--- src/rtl/nn_pkg.sv ---
`default_nettype none
// ---------------------------------------------------------------------------
// nn_pkg : constants and FSM state type shared by the digit-classifier layers
// Revision: 1.0
// ---------------------------------------------------------------------------
package nn_pkg;

    localparam int NUM_OUT = 10;
    localparam int DW      = 8;
    localparam int SCORE_W = NUM_OUT * DW;

    typedef enum logic [1:0] {
        ST_IDLE  = 2'd0,
        ST_RUN   = 2'd1,
        ST_DRAIN = 2'd2,
        ST_DONE  = 2'd3
    } state_t;

endpackage
`default_nettype wire

--- src/rtl/output_layer_seq_if.sv ---
`default_nettype none
// ---------------------------------------------------------------------------
// output_layer_seq_if : control, weight-memory and score bundle of the layer
// Revision: 1.0
// ---------------------------------------------------------------------------
interface output_layer_seq_if
    import nn_pkg::*;
#(
    parameter int N_IN   = 30,
    parameter int ADDR_W = 9
);
    logic                 start;
    logic [N_IN*DW-1:0]   x_vec;
    logic                 w_rd_en;
    logic [ADDR_W-1:0]    w_addr;
    logic [DW-1:0]        w_data;
    logic                 busy;
    logic                 done;
    logic [SCORE_W-1:0]   scores;
    logic                 scores_valid;

    modport master (
        output start, x_vec, w_data,
        input  w_rd_en, w_addr, busy, done, scores, scores_valid
    );

    modport slave (
        input  start, x_vec, w_data,
        output w_rd_en, w_addr, busy, done, scores, scores_valid
    );
endinterface
`default_nettype wire

--- src/rtl/output_layer_seq_relu_sat.sv ---
`default_nettype none
// ---------------------------------------------------------------------------
// relu_sat : arithmetic shift, ReLU and unsigned 8-bit saturation of a sum
// Revision: 1.0
// ---------------------------------------------------------------------------
module relu_sat
    import nn_pkg::*;
#(
    parameter int ACC_W = 24,
    parameter int SHIFT = 4
) (
    input  logic signed [ACC_W-1:0] s_i,
    output logic        [DW-1:0]    score_o
);
    logic signed [ACC_W-1:0] q_w;

    always_comb begin
        q_w = s_i >>> SHIFT;
        if (q_w[ACC_W-1]) begin
            score_o = '0;
        end else if (|q_w[ACC_W-2:DW]) begin
            score_o = '1;
        end else begin
            score_o = q_w[DW-1:0];
        end
    end
endmodule
`default_nettype wire

--- src/rtl/output_layer_seq.sv ---
`default_nettype none
// ---------------------------------------------------------------------------
// output_layer_seq : 10-neuron output layer on one time-shared MAC
// Revision: 1.0
// ---------------------------------------------------------------------------
module output_layer_seq
    import nn_pkg::*;
#(
    parameter int N_IN   = 30,
    parameter int SHIFT  = 4,
    parameter int ACC_W  = 24,
    parameter int ADDR_W = $clog2(NUM_OUT * (N_IN + 1))
) (
    input  logic               clk,
    input  logic               rst_n,
    output_layer_seq_if.slave  bus
);
    localparam int LAST_ADDR = NUM_OUT * (N_IN + 1) - 1;
    localparam int IW        = $clog2(N_IN + 1);
    localparam int KW        = $clog2(NUM_OUT);
    localparam int PW        = 2 * DW + 2;

    state_t                  state_q, state_d;
    logic [DW-1:0]           x_q     [N_IN];
    logic [DW-1:0]           score_q [NUM_OUT];
    logic [ADDR_W-1:0]       w_addr_q;
    logic                    rd_en_q, vld_q, scores_valid_q;
    logic [IW-1:0]           i_q;
    logic [KW-1:0]           k_q;
    logic signed [ACC_W-1:0] acc_q;

    logic                    w_accept, w_last_addr, w_bias;
    logic [DW-1:0]           w_xi, w_score;
    logic signed [PW-1:0]    w_prod;
    logic signed [ACC_W-1:0] w_term, w_sum;

    // State register
    always_ff @(posedge clk) begin
        if (!rst_n) state_q <= ST_IDLE;
        else        state_q <= state_d;
    end

    assign w_accept    = (state_q == ST_IDLE) && bus.start;
    assign w_last_addr = (w_addr_q == ADDR_W'(LAST_ADDR));

    // Next-state logic
    always_comb begin
        state_d = state_q;
        case (state_q)
            ST_IDLE:  if (bus.start)  state_d = ST_RUN;
            ST_RUN:   if (w_last_addr) state_d = ST_DRAIN;
            ST_DRAIN: state_d = ST_DONE;
            ST_DONE:  state_d = ST_IDLE;
            default:  state_d = ST_IDLE;
        endcase
    end

    // Output logic
    always_comb begin
        bus.busy         = (state_q != ST_IDLE);
        bus.done         = (state_q == ST_DONE);
        bus.w_rd_en      = rd_en_q;
        bus.w_addr       = w_addr_q;
        bus.scores_valid = scores_valid_q;
    end

    // 8u x 8s product: zero-extend x, sign-extend w to 9 bits each
    assign w_bias = (i_q == IW'(N_IN));
    assign w_xi   = w_bias ? '0 : x_q[i_q];
    assign w_prod = $signed({1'b0, w_xi}) * $signed({bus.w_data[DW-1], bus.w_data});
    assign w_term = w_bias ? {{(ACC_W-DW){bus.w_data[DW-1]}}, bus.w_data}
                           : {{(ACC_W-PW){w_prod[PW-1]}}, w_prod};
    assign w_sum  = acc_q + w_term;

    relu_sat #(
        .ACC_W (ACC_W),
        .SHIFT (SHIFT)
    ) u_relu_sat (
        .s_i     (w_sum),
        .score_o (w_score)
    );

    always_ff @(posedge clk) begin
        if (!rst_n) begin
            for (int n = 0; n < N_IN; n++)    x_q[n]     <= '0;
            for (int n = 0; n < NUM_OUT; n++) score_q[n] <= '0;
            w_addr_q       <= '0;
            rd_en_q        <= 1'b0;
            vld_q          <= 1'b0;
            i_q            <= '0;
            k_q            <= '0;
            acc_q          <= '0;
            scores_valid_q <= 1'b0;
        end else if (w_accept) begin
            for (int n = 0; n < N_IN; n++) x_q[n] <= bus.x_vec[n*DW +: DW];
            w_addr_q       <= '0;
            rd_en_q        <= 1'b1;
            vld_q          <= 1'b0;
            i_q            <= '0;
            k_q            <= '0;
            acc_q          <= '0;
            scores_valid_q <= 1'b0;
        end else begin
            vld_q <= rd_en_q;
            if (rd_en_q) begin
                if (w_last_addr) begin
                    rd_en_q  <= 1'b0;
                    w_addr_q <= '0;
                end else begin
                    w_addr_q <= w_addr_q + 1'b1;
                end
            end
            if (vld_q) begin
                if (w_bias) begin
                    score_q[k_q] <= w_score;
                    acc_q        <= '0;
                    i_q          <= '0;
                    k_q          <= (k_q == KW'(NUM_OUT - 1)) ? '0 : k_q + 1'b1;
                end else begin
                    acc_q <= w_sum;
                    i_q   <= i_q + 1'b1;
                end
            end
            if (state_q == ST_DRAIN) scores_valid_q <= 1'b1;
        end
    end

    generate
        for (genvar g = 0; g < NUM_OUT; g++) begin : g_pack
            assign bus.scores[g*DW +: DW] = score_q[g];
        end
    endgenerate
endmodule
`default_nettype wire

--- src/flat_wrapper.sv ---
// flat-port wrapper written by rule: the top's interface ports become plain ports
module output_layer_seq_flat import nn_pkg::*;
#(
    parameter int N_IN   = 30,
    parameter int SHIFT  = 4,
    parameter int ACC_W  = 24,
    parameter int ADDR_W = $clog2(NUM_OUT * (N_IN + 1))
)
  (clk, rst_n, bus_start, bus_x_vec, bus_w_data, bus_w_rd_en, bus_w_addr, bus_busy, bus_done, bus_scores, bus_scores_valid);
  output_layer_seq_if #(.N_IN(N_IN), .ADDR_W(ADDR_W)) bus_i ();
  input  logic clk;
  input  logic rst_n;
  input wire logic [$bits(bus_i.start)-1:0] bus_start;
  input wire logic [$bits(bus_i.x_vec)-1:0] bus_x_vec;
  input wire logic [$bits(bus_i.w_data)-1:0] bus_w_data;
  output wire logic [$bits(bus_i.w_rd_en)-1:0] bus_w_rd_en;
  output wire logic [$bits(bus_i.w_addr)-1:0] bus_w_addr;
  output wire logic [$bits(bus_i.busy)-1:0] bus_busy;
  output wire logic [$bits(bus_i.done)-1:0] bus_done;
  output wire logic [$bits(bus_i.scores)-1:0] bus_scores;
  output wire logic [$bits(bus_i.scores_valid)-1:0] bus_scores_valid;
  assign bus_i.start = bus_start;
  assign bus_i.x_vec = bus_x_vec;
  assign bus_i.w_data = bus_w_data;
  assign bus_w_rd_en = bus_i.w_rd_en;
  assign bus_w_addr = bus_i.w_addr;
  assign bus_busy = bus_i.busy;
  assign bus_done = bus_i.done;
  assign bus_scores = bus_i.scores;
  assign bus_scores_valid = bus_i.scores_valid;
  output_layer_seq #(.N_IN(N_IN), .SHIFT(SHIFT), .ACC_W(ACC_W), .ADDR_W(ADDR_W)) u_core (.clk(clk), .rst_n(rst_n), .bus(bus_i));
endmodule
--- config.mk ---
export PLATFORM = sky130hd
export DESIGN_NAME = output_layer_seq_flat
export DESIGN_NICKNAME = d
export VERILOG_FILES = /design/src/rtl/nn_pkg.sv /design/src/rtl/output_layer_seq_if.sv /design/src/rtl/output_layer_seq_relu_sat.sv /design/src/rtl/output_layer_seq.sv /design/src/flat_wrapper.sv
export SDC_FILE = /design/constraint.sdc
export NUM_CORES = 1
export LEC_CHECK = 0
export BUFFER_PORTS_ARGS = -buffer_cell sky130_fd_sc_hd__buf_4
export CAP_MARGIN = 0
export CORE_ASPECT_RATIO = 1.2
export CORE_MARGIN = 3
export CORE_UTILIZATION = 25
export CTS_BUF_LIST = sky130_fd_sc_hd__clkbuf_8 sky130_fd_sc_hd__clkbuf_16
export CTS_CLUSTER_DIAMETER = 30
export DETAILED_ROUTE_END_ITERATION = 12
export GPL_TIMING_DRIVEN = 0
export PLACE_DENSITY = 0.46
export SYNTH_ARGS = -nofsm -noshare
export SYNTH_HDL_FRONTEND = slang
export SYNTH_HIERARCHICAL = 1
export SYNTH_SLANG_ARGS = --single-unit
--- constraint.sdc ---
create_clock -name clk -period 19.95 [get_ports clk]
set_input_delay 0.9975 -clock clk [delete_from_list [all_inputs] [get_ports clk]]
set_output_delay 0.9975 -clock clk [all_outputs]
set_load 0.03 [all_outputs]
# After elaboration in Yosys (flattened, before gate mapping)
# Memory sizes are Yosys's and may differ from the RTL's. A register that Yosys moved wholly into a read port is not among the register bits.
# Index checks and enable logic that the tools add are counted.
[word_totals] reg_bits=47 latchBits=0 ramBits=320 mem_bits_ro=0 in_bits=251 output_inout_bits=93 wordCells=120 memories=2
[memory_table] memory="u_core.x_q" depth=30 word_bits=8 rd=1 rd_clocked_by_memory_dff=1 wr=30 line="output_layer_seq.sv:24" rtl="logic [DW-1:0] x_q [N_IN];"
[memory_table] memory="u_core.score_q" depth=10 word_bits=8 rd=10 rd_clocked_by_memory_dff=0 wr=10 line="output_layer_seq.sv:25" rtl="logic [DW-1:0] score_q [NUM_OUT];"
[classes] n_addsub=4 mul=1 div_mod_pow=0 n_lt_le_gt_ge=0 n_eq_ne=8 n_shift=0 n_mux=58 bitwise=31 reduce_logical=8
[ops] op="$mux W8" n=34
[ops] op="$mux W24" n=2
[ops] op="$or A1 B1 Y1" n=30
[ops] op="$add A24 B24 Y24" n=1
[ops] op="$mul A9 B8 Y17" n=1
[ops] op="$mux W5" n=3
[ops] op="$mux W1" n=13
[ops] op="$reduce_or A12 Y1" n=1
[ops] op="$add A9 B1 Y9 const B" n=1
[ops] op="$eq A9 B9 Y1 const B" n=1
[ops] op="$mux W9" n=1
[ops] op="$mux W4" n=2
[ops] op="$pmux W2 S4" n=1
[ops] op="$reduce_or A8 Y1" n=1
[ops] op="$add A5 B1 Y5 const B" n=1
[ops] op="$eq A5 B5 Y1 const B" n=1
[ops] op="$add A4 B1 Y4 const B" n=1
[ops] op="$eq A2 B2 Y1 const B" n=2
[ops] op="$eq A4 B4 Y1 const B" n=1
[ops] op="$mux W2" n=2
[ops] op="$reduce_and A2 Y1" n=2
[ops] op="$eq A2 B1 Y1 const B" n=1
[ops] op="$logic_not A2 Y1" n=1
[ops] op="$ne A2 B1 Y1 const B" n=1
[ops] op="other kinds (5)" n=5

# Depth between registers and ports, before layout
# Gate-level depths: netlist of the first run.
[logic_depth] depth_word=9 depth_mapped=36 mapped_depth_nobuf=33

# Hierarchy
# The synthesis of the first run kept the hierarchy.
[by_module_without_submodules] mod="output_layer_seq" instances=1 cells_each=1510 area_per_inst_um2=19393.6 seq_area_each_um2=10650.2
[by_module_without_submodules] mod="relu_sat" instances=1 cells_each=22 area_per_inst_um2=161.4 seq_area_each_um2=0.0

# Worst setup path after synthesis of the first run
# No wires, ideal clock.
[synth_path] path_type="input-to-reg" from="input rst_n" to="register (tool-made name)" setup_ps=465 arrival_time_ps=8568 required_time_ps=19485 slack_ps=10917 stages=7 n_path_buf=3 path_cell_list="buf_2 inv_1 a21oi_1 inv_1 clkbuf_1 buf_1 nor2_1"
[synth_rtl] item="from (decl)" line="flat_wrapper.sv:12" rtl="input logic rst_n;"

==> results of run 1 <==
==> placed cells by master (no fill, tap or decap), drive strengths merged, types with 4 or more instances in the layout <==
master | synthesis | layout
buf | 24 | 372
edfxtp | 320 | 320
and2 | 307 | 307
clkbuf | 52 | 142
nor2 | 115 | 115
inv | 78 | 94
ha | 77 | 77
nand2 | 75 | 75
mux4 | 72 | 72
dfxtp | 52 | 52
a21oi | 47 | 47
fa | 38 | 38
o21ai | 35 | 35
clkinv | 0 | 29
nand3 | 20 | 20
xnor2 | 19 | 19
xor2 | 16 | 16
mux2i | 15 | 15
bufinv | 0 | 14
a21o | 14 | 14
nor4 | 12 | 12
a31oi | 11 | 11
clkinvlp | 0 | 10
nand4 | 10 | 10
a22o | 10 | 10
and3 | 10 | 10
nand2b | 10 | 10
mux2 | 8 | 8
nor3 | 8 | 8
a211oi | 7 | 7
o211ai | 5 | 5
o21a | 5 | 5
nor2b | 5 | 5
nor3b | 5 | 5
a211o | 4 | 4
==> metal layers <==
layer	up-vias	share of wire (%)
li1	6417	-
met1	6481	40
met2	426	53
met3	99	5.2
met4	0	2.4
met5	-	0
==> worst max path at each step <==
stage / start / depth (start not counted) / slack [ns] / end
2_1_floorplan: rst_n / 7 / 10.92 / flip-flop
3_3_place_gp: rst_n / 7 / 6.37 / u_core/vld_q$_SDFF_PP0_
3_5_place_dp: flip-flop / 32 / 9.48 / u_core/score_q[2][3]$_SDFFCE_PN0P_
4_1_cts: flip-flop / 32 / 9.43 / u_core/score_q[2][3]$_SDFFCE_PN0P_
5_1_grt: flip-flop / 33 / 9.01 / u_core/score_q[6][6]$_SDFFCE_PN0P_
6_report: flip-flop / 32 / 9.60 / u_core/score_q[2][3]$_SDFFCE_PN0P_
==> metrics by stage <==
step	power [W]	hold WS (ns)	cells	setup slack, ns	utilization, %
2_1_floorplan	0.00210	0.432	1532	10.92	-
3_3_place_gp	0.00251	0.455	2891	6.37	30.4
3_5_place_dp	0.00249	0.462	2897	9.48	30.6
4_1_cts	0.00400	0.478	3056	9.43	34.6
5_1_grt	0.00420	0.502	3056	9.01	34.6
6_report	0.00394	0.472	3057	9.60	34.6
==> power by group <==
part	internal (W)	switching (W)	total, W
logic	0.000568	0.000843	0.00141
clock network	0.000998	0.000475	0.00147
registers	0.00102	0.0000425	0.00106
total	0.00258	0.00136	0.00394
==> worst max-delay path, delay by kind of cell, from the launching register on <==
family / cells / cell delay, ns
AOI/OAI and AO/OA: 9 / 2.57
buffers and inverters: 7 / 1.41
DFF: 1 / 0.32
adders and majority gates: 6 / 2.73
and+or+nand+nor: 5 / 1.42
muxes: 3 / 1.28
xor gates and xnor gates: 2 / 0.28
==> cell families (layout without fill, tap and decap cells) <==
logic type / after synthesis / after routing / synth area share (%)
DFF: 372 / 372 / 54.5
buffers and inverters: 154 / 661 / 3.24
xor gates and xnor gates: 35 / 35 / 1.57
AOI/OAI and AO/OA: 170 / 170 / 5.74
other: 0 / 1 / 0
adders and majority gates: 115 / 115 / 8.82
muxes: 95 / 95 / 9.52
and+or+nand+nor: 591 / 591 / 16.6
==> state kept, by name, summed over array words and instances (netlist names), named ones only <==
| signal | cells |
|---|---|
| u_core/bus.scores_valid | 1 |
| u_core/i_q | 5 |
| u_core/state_q | 2 |
| u_core/x_q | 240 |
| u_core/acc_q | 24 |
| u_core/vld_q | 1 |
| u_core/k_q | 4 |
| u_core/bus.w_addr | 9 |
| u_core/bus.w_rd_en | 1 |
| u_core/score_q | 80 |
==> cell type report <==
| type | instances | share of cell area [%] |
|---|---|---|
| well taps | 1017 | 4.78 |
| flip-flops and latches | 372 | 40.0 |
| inverters | 78 | 1.10 |
| multi-input cells | 1006 | 31.0 |
| repair buffers | 348 | 10.1 |
| clock buffers | 90 | 8.33 |
| plain buffers | 76 | 1.29 |
| diodes | 1 | 0.00939 |
| clock inverters | 69 | 3.38 |
==> flow_metrics.env, run 1 <==
export IMPL_required_ns=20.28
export IMPL_syn_cell_area_mm2=0.0196
export IMPL_synth_edf_count=320
export IMPL_fp_dieW_um=261
export IMPL_grt_pass1_wl_mm=89.6
export IMPL_clockBufferDepth=3
export IMPL_ys_seq_elements=372
export IMPL_drt_iter0_drc=657
export IMPL_grt_pass1_vias=14697
export IMPL_syn_num_nets=1898
export IMPL_peakVddDrop_mv=0.0792
export IMPL_maxSlewViolCount=0
export IMPL_ys_flop_type="edfxtp_1"
export IMPL_reg2reg_slack_ns=9.60
export IMPL_r2r_cells=32
export IMPL_final_seq_area_mm2=0.0107
export IMPL_cap_violations=0
export IMPL_yosysTopAreaCellShare_pct=49.1
export IMPL_drcViolationCount=0
export IMPL_slew_headroom_pct=17.3
export IMPL_grt_max_degree=45
export IMPL_async_flop_share_pct=0
export IMPL_synth_common_cells="edfxtp_1, and2_1, nor2_1"
export IMPL_yosysSeqAreaShare_pct=54.5
export IMPL_io_buffers=342
export IMPL_antenna_left=0
export IMPL_power_density_mw_per_mm2=148
export IMPL_busiest_layer="met2"
export IMPL_hold_viol=0
export IMPL_cts_made_buffers=86
export IMPL_cp_arrival_ns=10.69
export IMPL_leakagePower_nw=10.9
export IMPL_ios=344
export IMPL_vias_per_cell=4.39
export IMPL_met1_usage_pct=17.1
export IMPL_reg2reg_to="u_core/score_q[2][3]$_SDFFCE_PN0P_"
export IMPL_fin_tns_setup_ns=0
export IMPL_yosys_top_cells_area="edfxtp_1, and2_1, mux4_2, dfxtp_1, ha_1"
export IMPL_core_area_mm2=0.0769
export IMPL_avgSynthCellArea_um2=12.8
export IMPL_drive_above_1_share_pct=29.5
export IMPL_end_kind="flip-flop"
export IMPL_post_route_min_period_ns=10.35
export IMPL_insertion_delay_ns=0.63
export IMPL_ctsHtreeMaxLevel=3
export IMPL_ctsResizeCount=0
export IMPL_synth_warnings=6
export IMPL_final_cell_area_mm2=0.0266
export IMPL_wirelength_mm=60.1
export IMPL_cpPeakStageDelay_ns=0.76
export IMPL_rsz0062_at_grt="no"
export IMPL_critical_path_startpoint_type="flip-flop"
export IMPL_tightestPinTransition_ns=1.24
export IMPL_place_area_mm2=0.0235
export IMPL_hp_start="u_core/acc_q[5]$_SDFFE_PP0P_"
export IMPL_drtPass1Iterations=5
export IMPL_cts_sinks=372
export IMPL_antenna_found_initial=1
export IMPL_grtUsageMet3_pct=2.80
export IMPL_min_to="u_core/acc_q[5]$_SDFFE_PP0P_"
export IMPL_crit_type="reg -> reg"
export IMPL_hold_buffers=0
export IMPL_grtUsageMet2_pct=26.8
export IMPL_rows=111
export IMPL_hpwl_mm=46.6
export IMPL_fill_cells=7694
export IMPL_multiInputGateArea_mm2=0.00827
export IMPL_cts_tree="built"
export IMPL_initial_utilization_pct=25.4
export IMPL_vias=13423
export IMPL_skew_ns=0.0547
export IMPL_clock_root_buffer="clkbuf_16"
export IMPL_outcome="finished clean"
export IMPL_grt_overflow=0
export IMPL_min_path_cells=2
export IMPL_critPathMaxFanout=10
export IMPL_syn_inst=1532
export IMPL_syn_to_final_growth_pct=36.2
export IMPL_final_setup_viol_count=0
export IMPL_path_clk_slew_ns=0.05
export IMPL_cts_setup_buffers=0
export IMPL_hold_path_class="reg -> reg"
export IMPL_gp_congestion=0.831
export IMPL_synth_cell_types=67
export IMPL_slowest_stage="a21oi_1"
export IMPL_avgRoutedWirePerCell_um=19.7
export IMPL_synth_most_common_cell="edfxtp_1"
export IMPL_yosysTopAreaCell="edfxtp_1"
export IMPL_grt_use_total_pct=14.7
export IMPL_dieArea_mm2=0.0816
export IMPL_nets=2334
export IMPL_chipHeight_um=312
export IMPL_fin_crit_sh_pct=51.9
export IMPL_fmax_mhz=96.6
Power figures use the tool's default switching activity.
==> run 2: changes to the inputs <==
ABC_AREA = 1   (was default)
PLACE_DENSITY = 0.47   (was 0.46)
clock period = 8.6 ns   (was 19.95 ns; I/O delays follow)
==> flow_metrics.env, run 2 <==
export IMPL_grtUsageMet3_pct=3.02
export IMPL_dieArea_mm2=0.0851
export IMPL_place_area_mm2=0.0244
export IMPL_peakVddDrop_mv=0.267
export IMPL_cap_violations=0
export IMPL_gp_congestion=0.875
export IMPL_clockBufferDepth=3
export IMPL_insertion_delay_ns=0.61
export IMPL_syn_to_final_growth_pct=36.2
export IMPL_chipHeight_um=319
export IMPL_hpwl_mm=57.6
export IMPL_drt_iter0_drc=1214
export IMPL_final_common_cell="nor2_1"
export IMPL_tightestPinTransition_ns=1.02
export IMPL_synth_warnings=6
export IMPL_layout_common_cells="nor2_1, inv_1, buf_4, edfxtp_1, nand2_1"
export IMPL_grt_pass1_vias=17849
export IMPL_antenna_left=0
export IMPL_fp_dieW_um=267
export IMPL_cpPeakStageDelay_ns=0.55
export IMPL_final_cell_area_mm2=0.0278
export IMPL_skew_ns=0.0284
export IMPL_cts_sinks=372
export IMPL_drtPass1Iterations=6
export IMPL_yosysTopAreaCell="edfxtp_1"
export IMPL_r2r_cells=43
export IMPL_largest_reg_flops=240
export IMPL_hold_path_class="in -> reg"
export IMPL_cts_tree="built"
export IMPL_nets=3053
export IMPL_avgRoutedWirePerCell_um=19.8
export IMPL_post_route_min_period_ns=8.23
export IMPL_grt_overflow=0
export IMPL_vias=17265
export IMPL_slowest_stage="fa_1"
export IMPL_grt_max_degree=61
export IMPL_async_flop_share_pct=0
export IMPL_wirelength_mm=75.4
export IMPL_initial_utilization_pct=25.3
export IMPL_min_path_cells=3
export IMPL_ys_seq_elements=372
export IMPL_syn_cell_area_mm2=0.0204
export IMPL_regMostFlops="u_core/x_q"
export IMPL_critical_path_startpoint_type="flip-flop"
export IMPL_yosys_top_cells_area="edfxtp_1, nor2_1, inv_1, nand2_1, dfxtp_1"
export IMPL_power_total_w=0.00938
export IMPL_critPathMaxFanout=10
export IMPL_ys_flop_type="edfxtp_1"
export IMPL_synth_cell_types=55
export IMPL_yosysTopAreaCellShare_pct=47.1
export IMPL_slew_headroom_pct=32.0
export IMPL_grtUsageMet2_pct=30.7
export IMPL_synth_edf_count=320
export IMPL_avgSynthCellArea_um2=9.10
export IMPL_end_kind="flip-flop"
export IMPL_maxSlewViolCount=0
export IMPL_hold_viol=0
export IMPL_met1_usage_pct=20.6
export IMPL_grt_pass1_wl_mm=110
export IMPL_yosysSeqAreaShare_pct=52.2
export IMPL_syn_inst=2243
export IMPL_clock_root_buffer="clkbuf_16"
export IMPL_syn_num_nets=2609
export IMPL_drive_above_1_share_pct=24.5
export IMPL_fmax_mhz=122
export IMPL_crit_type="reg -> reg"
export IMPL_synth_most_common_cell="nor2_1"
export IMPL_outcome="finished clean"
export IMPL_fin_crit_sh_pct=95.6
export IMPL_rows=114
export IMPL_power_density_mw_per_mm2=337
export IMPL_final_setup_viol_count=0
export IMPL_setup_ws_ns=0.375
export IMPL_io_buffers=342
export IMPL_ctsHtreeMaxLevel=3
export IMPL_grt_use_total_pct=17.3
export IMPL_busiest_layer="met2"
export IMPL_required_ns=8.94
export IMPL_ios=344
export IMPL_cp_arrival_ns=8.56
export IMPL_path_clk_slew_ns=0.04
export IMPL_antenna_found_initial=5
export IMPL_leakagePower_nw=13.0
export IMPL_vias_per_cell=4.54
export IMPL_cts_made_buffers=85
export IMPL_fill_cells=8350
export IMPL_dp_slack_ns=-0.877
export IMPL_top_regs="u_core/x_q (240), u_core/score_q (80), u_core/acc_q (24)"
export IMPL_drcViolationCount=0
export IMPL_synth_common_cells="nor2_1, inv_1, edfxtp_1"
export IMPL_core_area_mm2=0.0807
run 2: final cells by class:
cell class | instances | area, um^2 | share of cell area, %
sequential | 372 | 10700 | 38.3
inverter | 430 | 1650 | 5.92
clock inverter | 65 | 736 | 2.65
antenna | 5 | 12.5 | 0.0450
buffer | 88 | 613 | 2.21
timing repair buffer | 357 | 2770 | 9.95
multi-input combinational | 1353 | 7880 | 28.4
tap | 1044 | 1310 | 4.70
clock buffer | 89 | 2180 | 7.85
run 2: path summary, 6_finish.rpt:
path / from / endpoint / slack [ns]
max reg2reg: flip-flop / u_core/score_q[2][1]$_SDFFCE_PN0P_ / 0.37
min: bus_x_vec[146] / u_core/x_q[18][2]$_SDFFCE_PN0P_ / 0.07
max: flip-flop / u_core/score_q[2][1]$_SDFFCE_PN0P_ / 0.37
min reg2reg: u_core/acc_q[5]$_SDFFE_PP0P_ / u_core/acc_q[5]$_SDFFE_PP0P_ / 0.47
run 2: cell families after synthesis:
group	Yosys count	synth area share [%]
flip-flops	372	52.2
AND/OR/NAND/NOR	891	18.5
buffers and inverters	518	10.2
AO/OA/AOI/OAI	314	9.18
adder cells (fa/ha/maj)	115	8.45
XOR/XNOR	33	1.42
run 2: through the flow:
stage                     util (%)  hold WS, ns  instances  setup TNS, ns
after CTS                     34.0       0.0376       3791              0
after floorplan                  -        0.448       2243              0
final                         34.4       0.0739       3803              0
after global routing          34.4       0.0679       3798         -0.253
after detailed placement      30.2        0.465       3634         -56.14
after global placement        30.1        0.456       3629        -977.81
run 2: layer usage:
metal  share of wire (%)  up-vias
li1                    -     8184
met3                 6.6      141
met5                   0        -
met4                 3.8        0
met1                  39     8303
met2                  50      637
run 2: where the power goes:
| group | total [W] | switching, W | internal (W) | leakage (nW) |
|---|---|---|---|---|
| Combinational | 0.00368 | 0.00242 | 0.00126 | 7.81 |
| Sequential | 0.00242 | 0.000102 | 0.00232 | 3.74 |
| Clock | 0.00328 | 0.00106 | 0.00223 | 1.43 |
| Total | 0.00938 | 0.00358 | 0.00580 | 13.0 |
run 2: worst max-delay path, delay by kind of cell (launching register included):
kind / cells / cell delay [ns]
compound gates: 3 / 0.64
fa+ha+maj: 6 / 2.75
buf+inv: 10 / 1.20
flops: 1 / 0.30
simple gates: 24 / 3.02
run 2: timing repair:
item / 4_1_cts / 5_1_grt
cloned: 0 / 0
setup buffers: 3 / 7
pin swaps: 5 / 9
resized for setup: 52 / 77
hold buffers: 0 / 0
endpoints found under the setup margin: 80 / 80
